**src/rtl/serial_addsub_if.sv**
```systemverilog
// Operand/result handshake bundle for the bit-serial adder/subtractor.
//   in_valid/in_ready : operand handshake (op, op_a, op_b travel with it)
//   out_valid/out_ready : result handshake (result, cout travel with it)
//   busy : engine is occupied with an operation (shifting or holding a result)
// master = producer/consumer side, slave = the arithmetic engine.
interface serial_addsub_if #(
    parameter int unsigned WIDTH = 8
);
    logic             in_valid;
    logic             in_ready;
    logic             op;
    logic [WIDTH-1:0] op_a;
    logic [WIDTH-1:0] op_b;
    logic             out_valid;
    logic             out_ready;
    logic [WIDTH-1:0] result;
    logic             cout;
    logic             busy;

    modport master (
        output in_valid, op, op_a, op_b, out_ready,
        input  in_ready, out_valid, result, cout, busy
    );

    modport slave (
        input  in_valid, op, op_a, op_b, out_ready,
        output in_ready, out_valid, result, cout, busy
    );
endinterface

```
**src/rtl/serial_addsub.sv**
```systemverilog
// Bit-serial WIDTH-bit adder/subtractor: one full-adder and one full-subtractor
// cell share a carry/borrow flip-flop and process the operands LSB-first, one
// bit per clock. Operands enter on the in_* handshake; WIDTH clocks later the
// result and final carry/borrow are offered on the out_* handshake.
//   clk   : rising-edge clock
//   rst_n : asynchronous active-low reset
//   bus   : serial_addsub_if.slave (operand, result and busy signals)
module serial_addsub #(
    parameter int unsigned WIDTH = 8
) (
    input  logic             clk,
    input  logic             rst_n,
    serial_addsub_if.slave   bus
);

    localparam int unsigned CNT_W = $clog2(WIDTH);
    localparam logic [CNT_W-1:0] LAST_BIT = CNT_W'(WIDTH - 1);

    typedef enum logic [1:0] {
        IDLE  = 2'd0,
        SHIFT = 2'd1,
        DONE  = 2'd2
    } state_t;

    state_t             state_q;
    state_t             state_d;

    logic [WIDTH-1:0]   a_q;
    logic [WIDTH-1:0]   b_q;
    logic               op_q;
    logic               ff_q;
    logic [CNT_W-1:0]   cnt_q;
    logic [WIDTH-1:0]   result_q;
    logic               cout_q;
    logic               in_ready_q;
    logic               out_valid_q;
    logic               busy_q;

    logic               accept_c;
    logic               last_c;
    logic               sum_c;
    logic               carry_c;
    logic               in_ready_d;
    logic               out_valid_d;
    logic               busy_d;

    // State register
    always_ff @(posedge clk or negedge rst_n) begin
        if (!rst_n) begin
            state_q <= IDLE;
        end else begin
            state_q <= state_d;
        end
    end

    // Next-state logic
    always_comb begin
        state_d = state_q;
        case (state_q)
            IDLE:    if (accept_c)      state_d = SHIFT;
            SHIFT:   if (last_c)        state_d = DONE;
            DONE:    if (bus.out_ready) state_d = IDLE;
            default:                    state_d = IDLE;
        endcase
    end

    // Output/datapath decode: serial arithmetic cell and next handshake flags
    always_comb begin
        accept_c    = 1'b0;
        last_c      = 1'b0;
        sum_c       = 1'b0;
        carry_c     = 1'b0;
        in_ready_d  = 1'b0;
        out_valid_d = 1'b0;
        busy_d      = 1'b0;

        accept_c = (state_q == IDLE) && bus.in_valid && in_ready_q;
        last_c   = (state_q == SHIFT) && (cnt_q == LAST_BIT);

        sum_c = a_q[0] ^ b_q[0] ^ ff_q;
        if (op_q) begin
            // Full subtractor: borrow out of a - b - borrow_in
            carry_c = (~a_q[0] & b_q[0]) | (~(a_q[0] ^ b_q[0]) & ff_q);
        end else begin
            carry_c = (a_q[0] & b_q[0]) | (b_q[0] & ff_q) | (a_q[0] & ff_q);
        end

        // Handshake flags are registered, so they are decoded from the next state
        in_ready_d  = (state_d == IDLE);
        out_valid_d = (state_d == DONE);
        busy_d      = (state_d != IDLE);
    end

    // Handshake flag registers
    always_ff @(posedge clk or negedge rst_n) begin
        if (!rst_n) begin
            in_ready_q  <= 1'b1;
            out_valid_q <= 1'b0;
            busy_q      <= 1'b0;
        end else begin
            in_ready_q  <= in_ready_d;
            out_valid_q <= out_valid_d;
            busy_q      <= busy_d;
        end
    end

    // Operand shift registers, carry/borrow FF, bit counter and result
    always_ff @(posedge clk or negedge rst_n) begin
        if (!rst_n) begin
            a_q      <= '0;
            b_q      <= '0;
            op_q     <= 1'b0;
            ff_q     <= 1'b0;
            cnt_q    <= '0;
            result_q <= '0;
            cout_q   <= 1'b0;
        end else begin
            case (state_q)
                IDLE: begin
                    if (accept_c) begin
                        a_q   <= bus.op_a;
                        b_q   <= bus.op_b;
                        op_q  <= bus.op;
                        ff_q  <= 1'b0;
                        cnt_q <= '0;
                    end
                end
                SHIFT: begin
                    a_q      <= a_q >> 1;
                    b_q      <= b_q >> 1;
                    ff_q     <= carry_c;
                    cnt_q    <= cnt_q + CNT_W'(1);
                    // New bit enters at the MSB so the LSB ends up at bit 0
                    result_q <= {sum_c, result_q[WIDTH-1:1]};
                    if (last_c) begin
                        cout_q <= carry_c;
                    end
                end
                default: ;
            endcase
        end
    end

    assign bus.in_ready  = in_ready_q;
    assign bus.out_valid = out_valid_q;
    assign bus.busy      = busy_q;
    assign bus.result    = result_q;
    assign bus.cout      = cout_q;

endmodule

```
**src/flat_wrapper.sv**
```systemverilog
// flat-port wrapper written by rule: the top's interface ports become plain ports
module serial_addsub_flat 
#(
    parameter int unsigned WIDTH = 8
)
  (clk, rst_n, bus_in_valid, bus_op, bus_op_a, bus_op_b, bus_out_ready, bus_in_ready, bus_out_valid, bus_result, bus_cout, bus_busy);
  serial_addsub_if #(.WIDTH(WIDTH)) bus_i ();
  input  logic clk;
  input  logic rst_n;
  input wire logic [$bits(bus_i.in_valid)-1:0] bus_in_valid;
  input wire logic [$bits(bus_i.op)-1:0] bus_op;
  input wire logic [$bits(bus_i.op_a)-1:0] bus_op_a;
  input wire logic [$bits(bus_i.op_b)-1:0] bus_op_b;
  input wire logic [$bits(bus_i.out_ready)-1:0] bus_out_ready;
  output wire logic [$bits(bus_i.in_ready)-1:0] bus_in_ready;
  output wire logic [$bits(bus_i.out_valid)-1:0] bus_out_valid;
  output wire logic [$bits(bus_i.result)-1:0] bus_result;
  output wire logic [$bits(bus_i.cout)-1:0] bus_cout;
  output wire logic [$bits(bus_i.busy)-1:0] bus_busy;
  assign bus_i.in_valid = bus_in_valid;
  assign bus_i.op = bus_op;
  assign bus_i.op_a = bus_op_a;
  assign bus_i.op_b = bus_op_b;
  assign bus_i.out_ready = bus_out_ready;
  assign bus_in_ready = bus_i.in_ready;
  assign bus_out_valid = bus_i.out_valid;
  assign bus_result = bus_i.result;
  assign bus_cout = bus_i.cout;
  assign bus_busy = bus_i.busy;
  serial_addsub #(.WIDTH(WIDTH)) u_core (.clk(clk), .rst_n(rst_n), .bus(bus_i));
endmodule
```
**config.mk**
```make
export PLATFORM = sky130hd
export DESIGN_NAME = serial_addsub_flat
export DESIGN_NICKNAME = d
export VERILOG_FILES = /design/src/rtl/serial_addsub_if.sv /design/src/rtl/serial_addsub.sv /design/src/flat_wrapper.sv
export SDC_FILE = /design/constraint.sdc
export NUM_CORES = 1
export LEC_CHECK = 0
export CORE_MARGIN = 3
export CORE_UTILIZATION = 54
export DETAILED_ROUTE_END_ITERATION = 10
export HOLD_SLACK_MARGIN = 0.15
export MAX_ROUTING_LAYER = met4
export PLACE_DENSITY = 0.83
export SKIP_CTS_REPAIR_TIMING = 1
export SLEW_MARGIN = 20
export SYNTH_ARGS = -nofsm -noshare
export SYNTH_HDL_FRONTEND = slang
export SYNTH_SLANG_ARGS = --single-unit
```
**constraint.sdc**
```tcl
create_clock -name clk -period 3.1 [get_ports clk]
set_input_delay 0.31 -clock clk [delete_from_list [all_inputs] [get_ports clk]]
set_output_delay 0.31 -clock clk [all_outputs]
set_load 0.01 [all_outputs]
```
Yosys cells after proc, flatten, opt, wreduce, memory -nomap -nowiden
Index checks and enable logic that the tools add are counted.
{"block": "word_totals", "ff_bits": 35, "in_bits": 21, "output_inout_bits": 12}
{"block": "classes", "add_sub_neg": 1, "eq_ne": 5, "n_mux": 13, "bitwise": 12, "reduce_logical": 10}
{"op": "one-hot mux 8 bit (2 select lines)", "n": 2}
{"op": "2-to-1 mux 8 bit", "n": 2}
{"op": "2-to-1 mux 2 bit", "n": 3}
{"op": "one-hot mux 2 bit (3 select lines)", "n": 1}
{"op": "one-hot mux 3 bit (2 select lines)", "n": 1}
{"op": "AND reduction 2 bit", "n": 3}
{"op": "bitwise AND 1 bit", "n": 5}
{"op": "== test 2 bit, second input constant", "n": 2}
{"op": "logical NOT 2 bit", "n": 2}
{"op": "nonzero test 2 bit", "n": 2}
{"op": "adder 3 x 1 -> 3 bit, second input constant", "n": 1}
{"op": "== test 3 bit, second input constant", "n": 1}
{"op": "logical AND 1 bit", "n": 3}
{"op": "2-to-1 mux 3 bit", "n": 1}
{"op": "OR 1 bit", "n": 3}
{"op": "== test 2 x 1 -> 1 bit, second input constant", "n": 1}
{"op": "2-to-1 mux 1 bit", "n": 2}
{"op": "!= test 2 x 1 -> 1 bit, second input constant", "n": 1}
{"op": "inverter 1 bit", "n": 2}
{"op": "one-hot mux 1 bit (2 select lines)", "n": 1}
{"op": "XOR 1 bit", "n": 2}

Logic depth before layout (Yosys ltp)
{"block": "depth", "depth_word": 6, "mapped_depth": 5}

Worst setup path after synthesis
No wires, ideal clock.
{"block": "synth_path", "kind": "register to register", "from": "register u_core.in_ready_q (netlist: u_core.bus.in_ready)", "to": "register u_core.cnt_q[0]", "t_arrival_ps": 1234, "t_required_ps": 2975, "setup_slack_ps": 1741, "path_stages_with_launch": 6, "period_less_slack_ps": 1359, "path_cell_list": "dfstp_2 and2_1 buf_6 o21bai_4 buf_6 mux2_4"}
{"block": "synth_between", "elab_chain_cells": 3}
{"element": "from (decl)", "line_no": "serial_addsub.sv:35", "rtl": "logic in_ready_q;"}
{"element": "from (signal assigned)", "line_no": "serial_addsub.sv:101", "rtl": "in_ready_q <= in_ready_d;"}
{"element": "logical AND 1 bit", "line_no": "serial_addsub.sv:77", "rtl": "accept_c = (state_q == IDLE) && bus.in_valid && in_ready_q;"}
{"element": "!= test 2 x 1 -> 1 bit (no line)"}
{"element": "AND reduction 2 bit (no line)"}
{"element": "to (signal assigned)", "line_no": "serial_addsub.sv:132", "rtl": "cnt_q <= cnt_q + CNT_W'(1);"}
{"element": "to (decl)", "line_no": "serial_addsub.sv:32", "rtl": "logic [CNT_W-1:0] cnt_q;"}
No other way between the ends.
A chain may end at the register's enable or synchronous reset.

Final worst setup path
{"block": "layout_path", "from": "register u_core.state_q[1]", "to": "register u_core.cout_q (netlist: u_core.bus.cout)"}
{"block": "layout_between", "elab_chain_cells": 3}
{"element": "from (decl)", "line_no": "serial_addsub.sv:25", "rtl": "state_t state_q;"}
{"element": "from (signal assigned)", "line_no": "serial_addsub.sv:52", "rtl": "state_q <= state_d;"}
{"element": "== test 2 x 1 -> 1 bit *", "line_no": "serial_addsub.sv:78, serial_addsub.sv:118"}
{"element": "logical AND 1 bit", "line_no": "serial_addsub.sv:78", "rtl": "last_c = (state_q == SHIFT) && (cnt_q == LAST_BIT);"}
{"element": "AND reduction 2 bit (no line) *"}
{"element": "to (signal assigned)", "line_no": "serial_addsub.sv:136", "rtl": "cout_q <= carry_c;"}
{"element": "to (decl)", "line_no": "serial_addsub.sv:34", "rtl": "logic cout_q;"}
Mark *: on every way between the ends. The rest lies on a longest branch, timed or not.

==> run summary <==
STATUS
----------------------------------------------------------------------------------------
Result of the run                                                           complete, no violations

YOSYS
----------------------------------------------------------------------------------------
Synth async-reset ratio                                                             100%
Number of different library cells in the post-synthesis netlist                       27
EDFF count, synth                                                                      0
Post-Syn Nets                                                                        174
Leading register cell type out of synthesis                                      dfrtp_1
Area share of fa/ha/maj cells after synthesis                                      3.93%
Most frequent cells after synthesis                                         34 x dfrtp_1, 30 x nand2_1, 14 x a22oi_1, 14 x nor2b_1, 14 x o2bb2ai_1
Synth top area share                                                               51.4%
Number of warnings printed during yosys synthesis                                      0
Synthesized-area fraction occupied by xor and xnor cells                              0%
Most frequent cell after synthesis                                               dfrtp_1
Proportion of synthesized area in mux cells                                        3.56%
Simple-gate share of the synthesized area                                          15.7%
Synthesized area                                                               1650 um^2
Number of storage elements in the synthesis netlist                                   35
Number of standard cells after synthesis                                             149
Synthesized-area fraction occupied by ao, oa, aoi and oai cells                    18.0%
Dominant combinational cell family by area after synthesis                  compound AO/OA/AOI/OAI gates
Avg Inst Size Synth                                                            11.1 um^2
Synth top area cells                                                        dfrtp_1 51%, o2bb2ai_1 7.4%, nand2_1 6.8%
Cell accounting for the most synthesized area                                    dfrtp_1
Sequential element share of the synthesized area                                   53.0%

ROUTING
----------------------------------------------------------------------------------------
DRC Markers                                                                            0
Wire length after detailed routing                                               3.20 mm
Routed Antenna Nets                                                                    0
Iteration-0 DRC Markers                                                               64
Number of detailed-routing iterations run before antenna repair                        4
Post-DR vias/cell                                                                   5.59
Via count of the routed design                                                      1174
Drt wl/cell                                                                      15.2 um

STA
----------------------------------------------------------------------------------------
Total count of hold-check failures in the final report                                 0
Shortest clock period the worst path allows after layout                         1.86 ns
Portion of the clock cycle consumed by the worst path in the final layout          59.9%
Worst Hold Slack                                                                0.356 ns
Worst Clk Skew                                                                0.00700 ns
Setup TNS after final layout                                                        0 ns
Relative slew slack                                                                51.3%
Max Fclk                                                                         539 MHz
Pins Over Slew Limit                                                                   0
Unrepaired setup endpoints after global routing                                    false
Endpoints failing setup                                                                0
Worst slew pin tran                                                             0.730 ns

CLOCK NETWORK
----------------------------------------------------------------------------------------
TritonCTS buffer count                                                                 5
Total number of H-tree levels                                                          2
Library cell used as clock root buffer                                          clkbuf_4
Clock-pin slew on the worst setup and hold paths                                 0.11 ns
Clock latency on the worst-skew pair                                             0.34 ns
TritonCTS clock tree                                                                 yes
Clock sink total                                                                      35
Number of buffers on the longest clock path                                            2

FLOORPLANNING
----------------------------------------------------------------------------------------
Die height                                                                       61.3 um
Number of top-level design ports                                                      33
Floorplan Core Area                                                            2830 um^2
Row count                                                                             19
Die Area                                                                       3760 um^2
Initial core utilization                                                           58.5%
Die width                                                                        61.3 um

WORST SETUP PATH
----------------------------------------------------------------------------------------
Data arrival time of the critical path                                           2.10 ns
Slowest library cell on the worst path                                           dfrtp_1
Max stage delay on crit path                                                     0.83 ns
Path depth of the worst reg2reg path                                                   3
Reg-to-Reg Start                                                            u_core.state_q[1]
Endpoint of the lowest-slack register-to-register path                      u_core.bus.cout
Data required time at the worst endpoint                                         3.34 ns
Cell Chain, Critical Path                                                   and2b_1 > nand2_1 > mux2_2
Setup slack of the most critical reg-to-reg path                                 1.24 ns
Largest fanout on the critical path                                                   24
CP Capture Type                                                                 register
CP startpoint kind                                                              register
Worst Path Class, Setup                                                     register to register

FINAL LAYOUT
----------------------------------------------------------------------------------------
Area overhead of the layout relative to synthesis                                  22.4%
End-of-flow core utilization                                                       71.6%
Number of nets in the layout                                                         203
Layout filler cell count                                                             224
Final Cell Area                                                                2020 um^2
Share of final-layout standard cells stronger than drive strength 1                8.94%
Antenna cell count                                                                     0

GLOBAL ROUTING
----------------------------------------------------------------------------------------
Wire length of the first global-routing pass                                     5.49 mm
Grt total ovfl                                                                         0
Pin count of the biggest net entering global routing                                  36
Global-route usage over all layers                                                 21.0%
Initial antenna violation count                                                        0
Vias in the first global route                                                      1197

PLACEMENT
----------------------------------------------------------------------------------------
Gp weighted congestion                                                             0.803
Dpl cell area                                                                  1940 um^2
Half-perimeter wire length after placement                                       2.18 mm
Port bufs                                                                             32

POWER
----------------------------------------------------------------------------------------
Pwr Density                                                                  905 nW/um^2
Leak Pwr                                                                        0.894 nW
Peak VDD IR                                                                     0.564 mV
Power Total                                                                      1.83 mW

RUN
----------------------------------------------------------------------------------------
# Max-Cap Violations                                                                   0

MIN PATH
----------------------------------------------------------------------------------------
HP Class                                                                    input port to asynchronous set/reset pin

## critical path, delay by kind of cell (launching register included)
kind          cells  cell delay [ns]
flops             1             0.83
simple gates      2             0.58
mux               1             0.34
## power by group
group / internal (mW) / total (mW) / leakage, nW / switching (mW)
Combinational: 0.366 / 0.750 / 0.396 / 0.384
Sequential: 0.628 / 0.752 / 0.453 / 0.124
Clock: 0.170 / 0.329 / 0.0452 / 0.159
Total: 1.16 / 1.83 / 0.894 / 0.668
## kinds of logic (layout without fill, tap and decap cells)
kind of cell	Yosys count	count (layout)
compound gates	37	37
simple gates	53	53
buf+inv	15	45
mux	5	5
flops	35	35
fa+ha+maj	4	4
## through the flow
stage          std cells  setup slack (ns)
2_1_floorplan        149              1.74
3_3_place_gp         202              1.11
3_5_place_dp         202              1.07
4_1_cts              210              1.24
5_1_grt              210              1.08
6_report             210              1.24
## layout by cell type, fill, tap and decap left out, types with 3 or more instances in the layout
cell type	Yosys	final
nor2b_1	14	14
a22oi_1	14	14
nand2_1	30	30
mux2_2	3	3
clkbuf_4	0	5
inv_1	3	3
clkdlybuf4s50_1	0	32
dfrtp_1	34	34
a22o_1	3	3
o2bb2ai_1	14	14
## layer usage
metal / vias to the layer above / share of wire (%) / track usage [%]
met5: - / 0 / -
met4: 0 / 2.8 / 11.8
met3: 9 / 4.6 / 3.98
met2: 27 / 47 / 31.1
met1: 563 / 46 / 27.0
li1: 575 / - / -
## flip-flops by register name (all words and copies together) (netlist names)
| name | flops |
|---|---|
| u_core.a_q | 8 |
| u_core.b_q | 8 |
| u_core.bus.busy | 1 |
| u_core.bus.cout | 1 |
| u_core.bus.in_ready | 1 |
| u_core.bus.out_valid | 1 |
| u_core.bus.result | 8 |
| u_core.cnt_q | 3 |
| u_core.ff_q | 1 |
| u_core.op_q | 1 |
| u_core.state_q | 2 |
## cell type report
class	count	area, um^2	share of cell area, %
Tap cell	31	38.8	1.92
Multi-Input combinational cell	99	681	33.6
Inverter	3	11.3	0.556
Clock inverter	3	43.8	2.16
Timing Repair Buffer	34	335	16.6
Clock buffer	5	37.5	1.85
Sequential cell	35	877	43.3
## worst max path at each step
stage / end / slack, ns / startpoint / cells after the start
6_report: u_core.bus.cout / 1.24 / u_core.state_q[1] / 3
5_1_grt: u_core.bus.cout / 1.08 / u_core.state_q[1] / 3
3_3_place_gp: u_core.cnt_q[0] / 1.11 / bus_in_valid / 4
4_1_cts: u_core.bus.cout / 1.24 / u_core.state_q[1] / 3
2_1_floorplan: u_core.cnt_q[0] / 1.74 / u_core.bus.in_ready / 5
3_5_place_dp: u_core.cnt_q[0] / 1.07 / bus_in_valid / 4
No activity file was read; power rests on OpenSTA's default activity.
